$ cat src/rtl/mmio_uart_tx.sv
// mmio_uart_tx: store-snooping UART transmitter for the dual-issue core.
// Stores to UART_ADDR from either M-stage slot enqueue a byte into a small
// FIFO; an 8N1 serializer drains the FIFO onto uart_tx. A status word
// {overflow, fifo_full, tx_busy} is offered combinationally for loads.
//
// Push handshake: each store slot acts as a valid with no ready. A push is
// accepted whenever the FIFO has room at that edge (counting a same-cycle
// pop). Otherwise the byte is dropped and the sticky overflow flag records
// the loss. A store to STATUS_ADDR clears overflow, winning over a same-cycle
// set.
module mmio_uart_tx #(
    parameter logic [31:0] UART_ADDR   = 32'h0000_FF00,
    parameter logic [31:0] STATUS_ADDR = 32'h0000_FF04,
    parameter int          CLK_DIV     = 868,
    parameter int          FIFO_AW     = 4
) (
    input  logic        CLK,
    input  logic        NRST,
    input  logic [31:0] resultM1,
    input  logic [31:0] resultM2,
    input  logic [31:0] Source1,
    input  logic [31:0] Source2,
    input  logic [1:0]  mem_store1,
    input  logic [1:0]  mem_store2,
    output logic [31:0] status_data,
    output logic        uart_tx,
    output logic [1:0]  dbg_state_o
);

    typedef enum logic [1:0] {
        S_IDLE  = 2'd0,
        S_START = 2'd1,
        S_DATA  = 2'd2,
        S_STOP  = 2'd3
    } state_e;

    localparam int               DEPTH     = 1 << FIFO_AW;
    localparam int               BW        = (CLK_DIV > 1) ? $clog2(CLK_DIV) : 1;
    localparam logic [BW-1:0]    BAUD_LAST = BW'(CLK_DIV - 1);
    localparam logic [FIFO_AW:0] DEPTH_W   = (FIFO_AW + 1)'(DEPTH);

    state_e             state_q, state_d;
    logic [BW-1:0]      baud_q, baud_d;
    logic [2:0]         idx_q, idx_d;
    logic [7:0]         shift_q, shift_d;
    logic               tx_q, tx_d;
    logic [7:0]         mem_q [DEPTH];
    logic [FIFO_AW-1:0] wr_ptr_q, wr_ptr_d;
    logic [FIFO_AW-1:0] rd_ptr_q, rd_ptr_d;
    logic [FIFO_AW-1:0] wr_addr2;
    logic [FIFO_AW:0]   count_q, count_d;
    logic [FIFO_AW:0]   free;
    logic               ovf_q, ovf_d;
    logic               push1, push2, clr_ovf;
    logic               acc1, acc2, ovf_set;
    logic               pop;
    logic               baud_end;
    logic               fifo_empty, fifo_full, tx_busy;
    logic               unused_hi_bytes;

    // Only the low byte of store data is transmitted.
    assign unused_hi_bytes = ^{Source1[31:8], Source2[31:8]};

    assign push1    = (mem_store1 != 2'b00) && (resultM1 == UART_ADDR);
    assign push2    = (mem_store2 != 2'b00) && (resultM2 == UART_ADDR);
    assign clr_ovf  = ((mem_store1 != 2'b00) && (resultM1 == STATUS_ADDR)) ||
                      ((mem_store2 != 2'b00) && (resultM2 == STATUS_ADDR));

    assign baud_end   = (baud_q == BAUD_LAST);
    assign fifo_empty = (count_q == '0);
    assign fifo_full  = (count_q == DEPTH_W);
    assign tx_busy    = (state_q != S_IDLE) || !fifo_empty;

    assign status_data = {29'd0, ovf_q, fifo_full, tx_busy};
    assign uart_tx     = tx_q;
    assign dbg_state_o = state_q;

    // Serializer next state: pops the FIFO head in IDLE or at the last STOP
    // cycle; the line value is registered from the current state, so it
    // trails the state by one cycle.
    always_comb begin
        state_d = state_q;
        baud_d  = baud_q;
        idx_d   = idx_q;
        shift_d = shift_q;
        tx_d    = 1'b1;
        pop     = 1'b0;
        case (state_q)
            S_IDLE: begin
                tx_d   = 1'b1;
                baud_d = '0;
                if (!fifo_empty) begin
                    pop     = 1'b1;
                    shift_d = mem_q[rd_ptr_q];
                    state_d = S_START;
                end
            end
            S_START: begin
                tx_d   = 1'b0;
                baud_d = baud_end ? '0 : baud_q + 1'b1;
                if (baud_end) begin
                    state_d = S_DATA;
                    idx_d   = '0;
                end
            end
            S_DATA: begin
                tx_d   = shift_q[idx_q];
                baud_d = baud_end ? '0 : baud_q + 1'b1;
                if (baud_end) begin
                    if (idx_q == 3'd7) begin
                        state_d = S_STOP;
                    end else begin
                        idx_d = idx_q + 3'd1;
                    end
                end
            end
            S_STOP: begin
                tx_d   = 1'b1;
                baud_d = baud_end ? '0 : baud_q + 1'b1;
                if (baud_end) begin
                    if (!fifo_empty) begin
                        pop     = 1'b1;
                        shift_d = mem_q[rd_ptr_q];
                        state_d = S_START;
                    end else begin
                        state_d = S_IDLE;
                    end
                end
            end
            default: begin
                state_d = S_IDLE;
            end
        endcase
    end

    // FIFO bookkeeping: slot 1 is older and claims free space first; a pop in
    // the same cycle frees its slot for the incoming pushes.
    always_comb begin
        free     = DEPTH_W - count_q + (FIFO_AW + 1)'(pop);
        acc1     = push1 && (free != '0);
        acc2     = push2 && ((free - (FIFO_AW + 1)'(acc1)) != '0);
        ovf_set  = (push1 && !acc1) || (push2 && !acc2);
        wr_addr2 = wr_ptr_q + FIFO_AW'(acc1);
        wr_ptr_d = wr_ptr_q + FIFO_AW'(acc1) + FIFO_AW'(acc2);
        rd_ptr_d = rd_ptr_q + FIFO_AW'(pop);
        count_d  = count_q + (FIFO_AW + 1)'(acc1) + (FIFO_AW + 1)'(acc2)
                   - (FIFO_AW + 1)'(pop);
        if (clr_ovf) begin
            ovf_d = 1'b0;
        end else if (ovf_set) begin
            ovf_d = 1'b1;
        end else begin
            ovf_d = ovf_q;
        end
    end

    // Control and serializer registers with synchronous active-low reset.
    always_ff @(posedge CLK) begin
        if (!NRST) begin
            state_q  <= S_IDLE;
            baud_q   <= '0;
            idx_q    <= '0;
            shift_q  <= '0;
            tx_q     <= 1'b1;
            wr_ptr_q <= '0;
            rd_ptr_q <= '0;
            count_q  <= '0;
            ovf_q    <= 1'b0;
        end else begin
            state_q  <= state_d;
            baud_q   <= baud_d;
            idx_q    <= idx_d;
            shift_q  <= shift_d;
            tx_q     <= tx_d;
            wr_ptr_q <= wr_ptr_d;
            rd_ptr_q <= rd_ptr_d;
            count_q  <= count_d;
            ovf_q    <= ovf_d;
        end
    end

    // FIFO storage; a write into the slot being popped is safe because the
    // pop reads the old contents before this edge.
    always_ff @(posedge CLK) begin
        if (NRST && acc1) begin
            mem_q[wr_ptr_q] <= Source1[7:0];
        end
        if (NRST && acc2) begin
            mem_q[wr_addr2] <= Source2[7:0];
        end
    end

endmodule

$ cat config.mk
export PLATFORM = sky130hd
export DESIGN_NAME = mmio_uart_tx
export DESIGN_NICKNAME = d
export VERILOG_FILES = /design/src/rtl/mmio_uart_tx.sv
export SDC_FILE = /design/constraint.sdc
export NUM_CORES = 1
export LEC_CHECK = 0
export ABC_AREA = 1
export CORE_MARGIN = 2
export CORE_UTILIZATION = 46
export CTS_BUF_LIST = sky130_fd_sc_hd__clkbuf_8
export DETAILED_ROUTE_END_ITERATION = 12
export PLACE_DENSITY = 0.7
export SETUP_SLACK_MARGIN = 0.4
export SYNTH_ARGS = -nofsm -noshare
export SYNTH_HDL_FRONTEND = slang
export SYNTH_SLANG_ARGS = --single-unit
$ cat constraint.sdc
create_clock -name CLK -period 6.11 [get_ports CLK]
set_clock_uncertainty 0.1 [all_clocks]
set_input_delay 0.611 -clock CLK [delete_from_list [all_inputs] [get_ports CLK]]
set_output_delay 0.611 -clock CLK [all_outputs]
set_load 0.05 [all_outputs]
# Word level (Yosys, flattened, before mapping)
# Memories as Yosys holds them, arrays and structs flattened. A register that Yosys moved wholly into a read port is not among the register bits.
# Cells that the tools add are included.
[word_totals] regBits=38 mem_bits_rw=128 inputBits=134 elab_cells=97 memories=1
[classes] n_addsub=11 magnitude_cmp=1 eq_ne=16 mux=27 bitwise_logic=1 n_reduce_logical=31
[mem_list] memory="mem_q" words=16 word_bits=8 read_ports=1 rd_ports_with_merged_regs=1 wr=2 line_no="47" source="logic [7:0] mem_q [DEPTH];"
[ops] op="$eq 32x16->1 const B" count=4
[ops] op="$pmux 10 s2" count=1
[ops] op="$mux 8" count=2
[ops] op="$pmux 8 s2" count=1
[ops] op="$add 5x1->5" count=3
[ops] op="$add 4x1->4" count=3
[ops] op="$ne 2x2->1 const B" count=6
[ops] op="$add 10x1->10 const B" count=1
[ops] op="$eq 10x10->1 const B" count=1
[ops] op="$logic_and 1x1->1" count=10
[ops] op="$mux 10" count=1
[ops] op="$mux 2" count=5
[ops] op="$reduce_bool 2->1" count=5
[ops] op="$reduce_bool 5->1" count=2
[ops] op="$sub 5x1->5" count=2
[ops] op="$mux 3" count=3
[ops] op="$mux 1" count=8
[ops] op="$pmux 2 s4" count=1
[ops] op="$pmux 3 s2" count=1
[ops] op="$eq 5x5->1 const B" count=1
[ops] op="$logic_not 5->1" count=1
[ops] op="$reduce_and 5->1" count=1
[ops] op="$sub 5x5->5 const A" count=1
[ops] op="$eq 2x2->1 const B" count=2
[ops] op="16 further kinds" count=21

# Longest topological paths before layout
# Gate-level depths: netlist of run 1.
[depth] depth_word=13 ltp_mapped=37 depth_no_buf=34

# Worst setup path after synthesis of run 1
# OpenSTA, ideal clock, no wires.
[synth_path] kind="register to register" startpoint="reg state_q[0], in the netlist dbg_state_o[0]" endpoint="reg count_q[4]" t_arrival_ns=4.982 t_required_ns=5.940 path_slack_ns=0.959 stages_incl_launch_ff=35 n_path_buf=3 period_less_slack_ns=5.151 cell_sequence="dfxtp_1 -> inv_1 -> ha_1 -> inv_1 -> nand2_1 -> a21oi_1 -> inv_1 -> ha_1 -> inv_1 -> ha_1 -> inv_1 -> nand2_1 -> nand4_1 -> nor2_1 -> clkinv_1 -> clkbuf_1 -> nand2_1 -> inv_1 -> ha_1 -> inv_1 -> nor2_1 -> nand4_1 -> nor2_2 -> nor2_2 -> buf_6 -> buf_2 -> inv_1 -> fa_1 -> inv_1 -> fa_1 -> nand2_1 -> nand2_1 -> a21oi_1 -> o21ai_0 -> a21oi_1"
[synth_via] elab_chain_len=10 elab_cells_between_ends=12 cone_classes="5 x add/sub; 1 x eq/ne; 1 x mux; 5 x reduce/logical"
[synth_rtl] element="start, declared" line_no="42" source="state_e state_q, state_d;"
[synth_rtl] element="start signal, assigned" line_no="170" source="state_q <= state_d;"
[synth_rtl] element="$eq 2x2->1 / $logic_not 2->1 (equally long branches)" line_no="88" source="case (state_q)"
[synth_rtl] element="$pmux 1 s2 *" line_no="88"
[synth_rtl] element="$add 5x1->5" line_no="139" source="free = DEPTH_W - count_q + (FIFO_AW + 1)'(pop);"
[synth_rtl] element="$reduce_bool 5->1" line_no="140" source="acc1 = push1 && (free != '0);"
[synth_rtl] element="$logic_and 1x1->1" line_no="140"
[synth_rtl] element="$sub 5x1->5" line_no="141" source="acc2 = push2 && ((free - (FIFO_AW + 1)'(acc1)) != '0);"
[synth_rtl] element="$reduce_bool 5->1" line_no="141"
[synth_rtl] element="$logic_and 1x1->1" line_no="141"
[synth_rtl] element="$add 5x1->5" line_no="146" source="count_d = count_q + (FIFO_AW + 1)'(acc1) + (FIFO_AW + 1)'(acc2)"
[synth_rtl] element="$sub 5x1->5 *" line_no="147" source="- (FIFO_AW + 1)'(pop);"
[synth_rtl] element="end signal, assigned" line_no="177" source="count_q <= count_d;"
[synth_rtl] element="end, declared" line_no="51" source="logic [FIFO_AW:0] count_q, count_d;"
# Every way passes the cells marked *; elsewhere a longest branch is shown, timed or not.
# A chain may end at the register's enable or synchronous reset.

==> flow_metrics.tcl, run 1 <==
set metrics [dict create \
    synth_most_common_cell "nand2_1" \
    synth_edf_count 128 \
    synthMuxAreaShare_pct 0 \
    yosys_most_used_dff "edfxtp_1" \
    cp-start-kind "flip-flop" \
    ys_seq_area_share_pct 43.2 \
    cts_tree "done" \
    yosys-top-cells-area "edfxtp_1, nand2_1, nand4_1" \
    area_delta_synth_final_pct 11.9 \
    grt_setup_unrepaired "false" \
    hp-start "baud_q[0]" \
    tns_ns 0 \
    place_inst 1648 \
    leakagePower_nw 4.86 \
    hold_ws_ns 0.350 \
    power_per_cell_area_nw_per_um2 276 \
    crit_arrival_ns 5.30 \
    cts_buffer_depth 2 \
    hold_path_end "baud_q[0]" \
    reg2reg_slack_ns 0.82 \
    cts_hold_buf 0 \
    slowest_delay_ns 0.44 \
    grt_max_degree 98 \
    start_util_pct 46.9 \
    critPathSlowestCell "nand2_1" \
    critPathKind "reg2reg" \
    synth.distinct_cells 42 \
    cp_max_fo 17 \
    grt_pass1_wl_um 45700 \
    drc 0 \
    drtIter0Drc 1025 \
    synthCells 1361 \
    cp_top_family "simple AND/OR/NAND/NOR gates" \
    rows 55 \
    die_h_um 156 \
    synth.top_cell.area_share_pct 36.1 \
    num_vias 9619 \
    dp_hpwl_um 19200 \
    synth_compound_area_share_pct 7.41 \
    dieArea_um2 24400 \
    finalHoldViolCount 0 \
    synth_top_family_by_area "simple AND/OR/NAND/NOR gates" \
    slew_headroom_pct 30.5 \
    post-route-period-util_pct 86.6 \
    clock_latency_ns 0.47 \
    drv_slew 0 \
    nets 1545 \
    gp_congestion 0.876 \
    clockRootBuffer "clkbuf_8" \
    io_pins 169 \
    min_path_cells 1 \
    clk_pin_slew_ns 0.10 \
    dr.pass1.iters 5 \
    synth-xor-area-share_pct 0.399 \
    setup_violations 0 \
    min_path_type "reg2reg" \
    period_minus_slack_ns 5.29 \
    drt_wl_total_um 29900 \
    synth_top_area_cell "edfxtp_1" \
    postRouteAntennaNets 0 \
    synthSimpleGateAreaFrac_pct 36.0 \
    peakVddDrop_uv 178 \
    core_area_um2 22700 \
    avgViaCountPerCell 5.72 \
    grt_pass1_vias 8704 \
    required_ns 6.12 \
    io_buffer_count 91 \
    status "complete, no violations" \
    numCtsBuffers 17 \
    diodes 0 \
    r2r-end "mem_q[6][6]" \
    fmax_mhz 189 \
    maxCapViolations 0 \
    drive_gt1_share_pct 7.37 \
    crit_buf_inv 7 \
    cts.sinks 166 \
    fin_cells 1683 \
    synth_area_um2 10700 \
    synth_fa_ha_area_share_pct 3.19 \
    avgSynthCellArea_um2 7.83 \
    r2r_start "baud_q[0]" \
    async_flop_share_pct 0 \
    worst_pin_slew_ns 1.04 \
    ys_top_cells_by_count "nand2_1, nor2_1, nand4_1, edfxtp_1, inv_1" \
    die_x_um 156 \
    grt_use_total_pct 24.7 \
    ys_ff_latch 166 \
    grt_overflow_total 0 \
    cpMostUsedCell "nand2_1" \
    cp-end-kind "flip-flop" \
    startpoint "baud_q[0]" \
    routedWlPerCell_um 17.7 \
    rr_worst_depth 25 \
    synth_warnings 0 \
    htreeDepth 4 \
    antenna_found_initial 1 \
]
per-layer routing:
| layer | routed length [um] | up-vias | global-route usage [%] |
|---|---|---|---|
| li1 | - | 4621 | - |
| met1 | 11600 | 4389 | 32.1 |
| met3 | 2810 | 104 | 4.17 |
| met2 | 14100 | 503 | 40.2 |
| met5 | 17 | - | 0 |
| met4 | 1360 | 2 | 11.9 |
how the worst max path moves through the flow:
| stage | endpoint | slack (ns) | cells after the start |
|---|---|---|---|
| after global placement | count_q[4] | 0.77 | 34 |
| final | mem_q[6][6] | 0.82 | 25 |
| after floorplan | count_q[4] | 0.96 | 34 |
| after detailed placement | count_q[4] | 0.59 | 34 |
| after CTS | count_q[4] | 0.55 | 34 |
| after global routing | mem_q[8][7] | 0.39 | 26 |
state kept, by name, indices dropped and copies added (netlist names):
signal	cells
baud_q	10
idx_q	3
ovf_q	1
wr_ptr_q	4
count_q	5
uart_tx	1
rd_ptr_q	4
mem_q	128
dbg_state_o	2
shift_q	8
worst reg2reg max path, stage by stage, from the launching register on:
cell      delay [ns]
dfxtp_1         0.36
ha_1            0.22
nand2_1         0.10
nor2_1          0.09
nand4_1         0.22
inv_1           0.17
nand2_1         0.11
a21oi_4         0.21
inv_1           0.07
ha_1            0.18
inv_1           0.09
ha_1            0.21
inv_1           0.06
nand2_1         0.11
nand4_1         0.11
nor2_2          0.17
clkinv_1        0.08
buf_4           0.20
nand2_1         0.11
inv_1           0.09
ha_1            0.23
ha_1            0.35
nand2_1         0.28
nor2_4          0.38
nand3_4         0.18
nand2_1         0.44
through the flow:
| stage | utilization [%] | setup slack [ns] | power (mW) | area (um^2) |
|---|---|---|---|---|
| after floorplan | - | 0.959 | 2.14 | 10800 |
| after global placement | 50.6 | 0.770 | 2.44 | 11500 |
| after detailed placement | 50.6 | 0.589 | 2.47 | 11500 |
| after CTS | 52.3 | 0.554 | 3.28 | 11900 |
| after global routing | 52.5 | 0.394 | 3.49 | 11900 |
| final | 52.5 | 0.817 | 3.30 | 11900 |
cells by family (layout without fill, tap and decap cells):
| kind of cell | after synthesis | count (layout) |
|---|---|---|
| AND/OR/NAND/NOR | 802 | 802 |
| buffers and inverters | 224 | 233 |
| flip-flops | 166 | 166 |
| AO/OA/AOI/OAI | 138 | 138 |
| adder cells (fa/ha/maj) | 26 | 26 |
| XOR/XNOR | 4 | 4 |
| other | 1 | 29 |
final cells by class:
type	instances	area [um^2]
clock buffer	17	234
clock inverter	15	170
fill	2165	10800
inverter	96	360
multi-input combinational	999	5140
sequential	166	4610
tap	285	357
timing repair buffer	105	1050
where the power goes:
group | total [mW] | switching [mW] | internal [mW]
registers | 1.31 | 0.0470 | 1.26
clock network | 0.828 | 0.453 | 0.375
logic | 1.16 | 0.792 | 0.365
total | 3.30 | 1.29 | 2.00
timing repair:
| item | in CTS | in global routing |
|---|---|---|
| setup buffers | 0 | 3 |
| endpoints found under the hold margin | 0 | 0 |
| resized for setup | 0 | 5 |
| endpoints found under the setup margin | 0 | 186 |
cell usage in the layout, fill, tap and decap left out, types with 2 or more instances in the layout:
| cell | netlist | routed |
|---|---|---|
| clkinvlp_4 | 0 | 2 |
| nand3_4 | 14 | 14 |
| nand4_1 | 150 | 150 |
| bufinv_16 | 0 | 2 |
| o211ai_1 | 35 | 35 |
| dfxtp_1 | 38 | 36 |
| inv_6 | 0 | 4 |
| clkbuf_8 | 0 | 17 |
| dfxtp_2 | 0 | 2 |
| clkdlybuf4s50_1 | 0 | 90 |
| o21bai_1 | 2 | 2 |
| clkinv_1 | 2 | 2 |
| clkinv_4 | 0 | 2 |
| nand2_2 | 4 | 6 |
| nor2_1 | 179 | 178 |
| xor2_1 | 2 | 2 |
| nor4_1 | 2 | 2 |
| buf_4 | 37 | 11 |
| conb_1 | 1 | 29 |
| buf_12 | 1 | 3 |
| fa_1 | 2 | 2 |
| nand3_2 | 3 | 3 |
| nand2_1 | 373 | 371 |
| nor3_1 | 5 | 5 |
| and2_1 | 2 | 2 |
| edfxtp_1 | 128 | 128 |
| inv_8 | 0 | 3 |
| nor3b_1 | 3 | 3 |
| inv_2 | 6 | 6 |
| inv_1 | 88 | 89 |
| a21oi_1 | 20 | 19 |
| nor2_4 | 16 | 17 |
| nand3_1 | 42 | 42 |
| nor2_2 | 3 | 3 |
| ha_1 | 24 | 24 |
| o21ai_0 | 79 | 79 |
Note: power is estimated with default switching activity, not from simulation.
==> run 2, diff against run 1 <==
- PLACE_DENSITY: 0.7 -> unset
- PLACE_DENSITY_LB_ADDON: unset -> 0.15
- SLEW_MARGIN: unset -> 15
==> flow_metrics.tcl, run 2 (same netlist as run 1, synthesis figures left out) <==
set metrics [dict create \
    reg_top3 "mem_q: 128 flops, baud_q: 10 flops, shift_q: 8 flops" \
    dr.pass1.iters 5 \
    critPathSlowestCell "nor2_4" \
    maxCapViolations 0 \
    drc 0 \
    post-route-period-util_pct 86.3 \
    peakVddDrop_uv 181 \
    fmax_mhz 190 \
    cts_buffer_depth 2 \
    cp_max_fo 17 \
    clk_pin_slew_ns 0.10 \
    setup_violations 0 \
    cp_top_family "simple AND/OR/NAND/NOR gates" \
    clock_latency_ns 0.47 \
    die_h_um 156 \
    numCtsBuffers 17 \
    area_delta_synth_final_pct 11.8 \
    seqPwrFrac_pct 39.2 \
    place_area_um2 11500 \
    gp_congestion 0.826 \
    start_util_pct 46.9 \
    clockRootBuffer "clkbuf_8" \
    drt_wl_total_um 30100 \
    slew_headroom_pct 26.3 \
    routedWlPerCell_um 17.9 \
    clock_power_share_pct 25.5 \
    drive_gt1_share_pct 7.22 \
    grt_use_total_pct 24.8 \
    power_per_cell_area_nw_per_um2 278 \
    grt_pass1_wl_um 46300 \
    antenna_found_initial 0 \
    critPathKind "reg2reg" \
    drtIter0Drc 891 \
    dieArea_um2 24400 \
    grt_setup_unrepaired "false" \
    tns_ns 0 \
    largest_reg_flops 128 \
    htreeDepth 4 \
    dp_hpwl_um 19300 \
    num_vias 9400 \
    io_pins 169 \
    cts_tree "done" \
    crit_arrival_ns 5.32 \
    grt_max_degree 103 \
    place_inst 1650 \
    grt_overflow_total 0 \
    p_int_mw 2.04 \
    status "complete, no violations" \
    fin_area_um2 11900 \
    comb_power_share_pct 35.3 \
    rows 55 \
    postRouteAntennaNets 0 \
    required_ns 6.15 \
    io_buffer_count 91 \
    grt_pass1_vias 8427 \
    switching_share_pct 38.5 \
    cp-end-kind "flip-flop" \
    cts_hold_buf 0 \
    die_x_um 156 \
    layout_common_cells "nand2_1, nor2_1, nand4_1" \
    final_common_cell "nand2_1" \
    period_minus_slack_ns 5.27 \
    avgViaCountPerCell 5.59 \
    drv_slew 0 \
    nets 1545 \
    diodes 0 \
    slowest_delay_ns 0.38 \
    net-switching-power_mw 1.28 \
    finalHoldViolCount 0 \
    cts.sinks 166 \
    cp-start-kind "flip-flop" \
    top_register "mem_q" \
    fin_cells 1683 \
    core_area_um2 22700 \
    leakagePower_nw 4.86 \
    worst_pin_slew_ns 1.10 \
    crit_buf_inv 8 \
    min_path_type "reg2reg" \
]
==> run 2: cell type report <==
type	count	area (um^2)
fill	2185	10800
multi-input combinational	999	5140
clock inverter	15	181
tap	285	357
timing repair buffer	105	1030
clock buffer	17	234
sequential	166	4610
inverter	96	360
==> run 2: metrics by stage <==
step,setup WS (ns),util (%),hold slack [ns],power (mW)
detailed placement,0.651,50.5,0.341,2.48
finish,0.838,52.5,0.355,3.31
floorplan,0.959,-,0.318,2.14
CTS,0.634,52.3,0.355,3.31
global route,0.414,52.5,0.389,3.49
global placement,0.750,50.5,0.331,2.46
==> run 2: metal layers <==
metal	vias up	wire length (um)	global-route usage, %
li1	4630	-	-
met1	4346	13000	33.7
met2	389	14300	41.2
met3	35	2320	4.50
met4	0	446	6.29
met5	-	0	0
==> run 2: path summary, 6_finish.rpt <==
path	from	end	slack, ns	cells after the start
worst max register to register	baud_q[0]	mem_q[9][7]	0.84	26
worst max-delay path	baud_q[0]	mem_q[9][7]	0.84	26
worst min register to register	baud_q[0]	baud_q[0]	0.36	1
worst min-delay path	baud_q[0]	baud_q[0]	0.36	1
==> run 2: what timing repair did <==
item                       CTS  global route
resized for setup            0             3
setup endpoints to repair    0           121
setup buffers                0             1
==> run 2: power by group through the flow <==
stage	Combinational (mW)	Clock [mW]	Sequential [mW]
finish	1.17	0.844	1.30
global route	1.30	0.893	1.30
CTS	1.16	0.855	1.30
detailed placement	1.15	0	1.32
global placement	1.14	0	1.32
floorplan	0.796	0	1.34
==> run 2: worst reg2reg max path, stage by stage (launching register included) <==
cell,delay [ns]
dfxtp_1,0.36
ha_1,0.21
nand2_1,0.10
nor2_1,0.09
nand4_1,0.24
inv_1,0.17
nand2_1,0.10
a21oi_4,0.21
inv_1,0.07
ha_1,0.18
inv_1,0.09
ha_1,0.21
inv_1,0.05
nand2_1,0.10
nand4_1,0.09
nor2_1,0.18
clkinv_1,0.08
buf_4,0.20
nand2_1,0.11
inv_1,0.10
ha_1,0.23
ha_1,0.34
inv_1,0.10
nand2_1,0.30
nor2_4,0.38
nand3_4,0.19
nand2_1,0.39
==> run 3, diff against run 2 <==
- CORE_MARGIN: 2 -> 10
==> flow_metrics.tcl, run 3 (same netlist as run 1, synthesis figures left out) <==
set metrics [dict create \
    cpMostUsedCell "nand2_1" \
    reg_top3 "mem_q: 128 flops, baud_q: 10 flops, shift_q: 8 flops" \
    clk_pin_slew_ns 0.09 \
    die_h_um 172 \
    grt_setup_unrepaired "false" \
    place_area_um2 11500 \
    drt_wl_total_um 30500 \
    critPathSlowestCell "nor3_1" \
    htreeDepth 4 \
    worst_pin_slew_ns 1.15 \
    met3_usage_pct 3.92 \
    critPathKind "reg2reg" \
    post-route-period-util_pct 85.0 \
    cts_hold_buf 0 \
    ctsResizeCount 0 \
    largest_reg_flops 128 \
    grt_pass1_vias 9113 \
    fin_area_um2 11800 \
    crit_arrival_ns 5.23 \
    dp_hpwl_um 20200 \
    grt_overflow_total 0 \
    cp_max_fo 17 \
    fill_cells 2184 \
    finalHoldViolCount 0 \
    grt_max_degree 103 \
    post_cts_buffers 0 \
    setup_violations 0 \
    use_met1_pct 25.5 \
    status "complete, no violations" \
    gp_congestion 0.888 \
    clock_latency_ns 0.46 \
    drc 0 \
    io_pins 169 \
    required_ns 6.14 \
    drv_slew 0 \
    period_minus_slack_ns 5.19 \
    drive_gt1_share_pct 6.74 \
    power_per_cell_area_nw_per_um2 269 \
    slew_headroom_pct 22.9 \
    avgViaCountPerCell 5.61 \
    fmax_mhz 193 \
    postRouteAntennaNets 0 \
    leakagePower_nw 4.80 \
    routedWlPerCell_um 18.1 \
    cts_buffer_depth 2 \
    dr.pass1.iters 5 \
    slowest_delay_ns 0.43 \
    cp-end-kind "flip-flop" \
    num_vias 9424 \
    peakVddDrop_uv 132 \
    diodes 0 \
    top_register "mem_q" \
    cts.sinks 166 \
    nets 1541 \
    grt_use_total_pct 20.7 \
    core_area_um2 22700 \
    grt_pass1_wl_um 47700 \
    io_buffer_count 91 \
    numCtsBuffers 17 \
    tns_ns 0 \
    grt.met2_usage_pct 35.3 \
    busiest_layer "met2" \
    cp-start-kind "flip-flop" \
    maxCapViolations 0 \
    start_util_pct 46.9 \
    area_delta_synth_final_pct 10.8 \
    layout_common_cells "nand2_1, nor2_1, nand4_1" \
    final_common_cell "nand2_1" \
    dieArea_um2 29700 \
    cts_tree "done" \
    drtIter0Drc 866 \
    min_path_type "reg2reg" \
    clockRootBuffer "clkbuf_8" \
    antenna_found_initial 0 \
    die_x_um 172 \
    rows 55 \
]
-- run 3: worst max-delay path, delay by kind of cell (launching register included) --
family	cells	cell delay, ns
simple gates	13	2.53
fa+ha+maj	5	1.12
buf+inv	7	0.69
flops	1	0.34
compound gates	1	0.09
-- run 3: worst paths after layout --
check / to / cells after the start / startpoint / slack (ns)
setup / recovery: mem_q[3][6] / 26 / count_q[2] / 0.92
hold / removal: baud_q[0] / 1 / baud_q[0] / 0.35
setup reg to reg: mem_q[3][6] / 26 / count_q[2] / 0.92
hold reg to reg: baud_q[0] / 1 / baud_q[0] / 0.35
-- run 3: where the power goes --
group          total, mW  internal (mW)  switching (mW)
Sequential          1.30           1.26          0.0358
Clock              0.716          0.282           0.434
Combinational       1.16          0.360           0.799
-- run 3: metrics by stage --
stage	std cells	power, mW	worst slack [ns]	util, %	hold WS (ns)
floorplan	1389	2.14	0.959	-	0.318
global placement	1647	2.46	0.829	50.5	0.333
detailed placement	1647	2.47	0.791	50.5	0.342
CTS	1679	3.18	0.765	52.0	0.355
global route	1679	3.37	0.496	52.0	0.375
finish	1679	3.18	0.915	52.0	0.351
-- run 3: area by class of cell --
cell class                      instances  area, um^2  share of cell area (%)
Multi-Input combinational cell        999        5130                    43.5
Inverter                               96         360                    3.05
Clock buffer                           17         234                    1.98
Timing Repair Buffer                  101        1010                    8.57
Clock inverter                         15         106                   0.901
Tap cell                              285         357                    3.02
Sequential cell                       166        4610                    39.0
-- run 3: per-layer routing --
| layer | wire [um] | up-vias |
|---|---|---|
| met5 | 0 | - |
| met4 | 703 | 0 |
| met3 | 2520 | 56 |
| met2 | 14500 | 392 |
| met1 | 12700 | 4365 |
| li1 | - | 4611 |
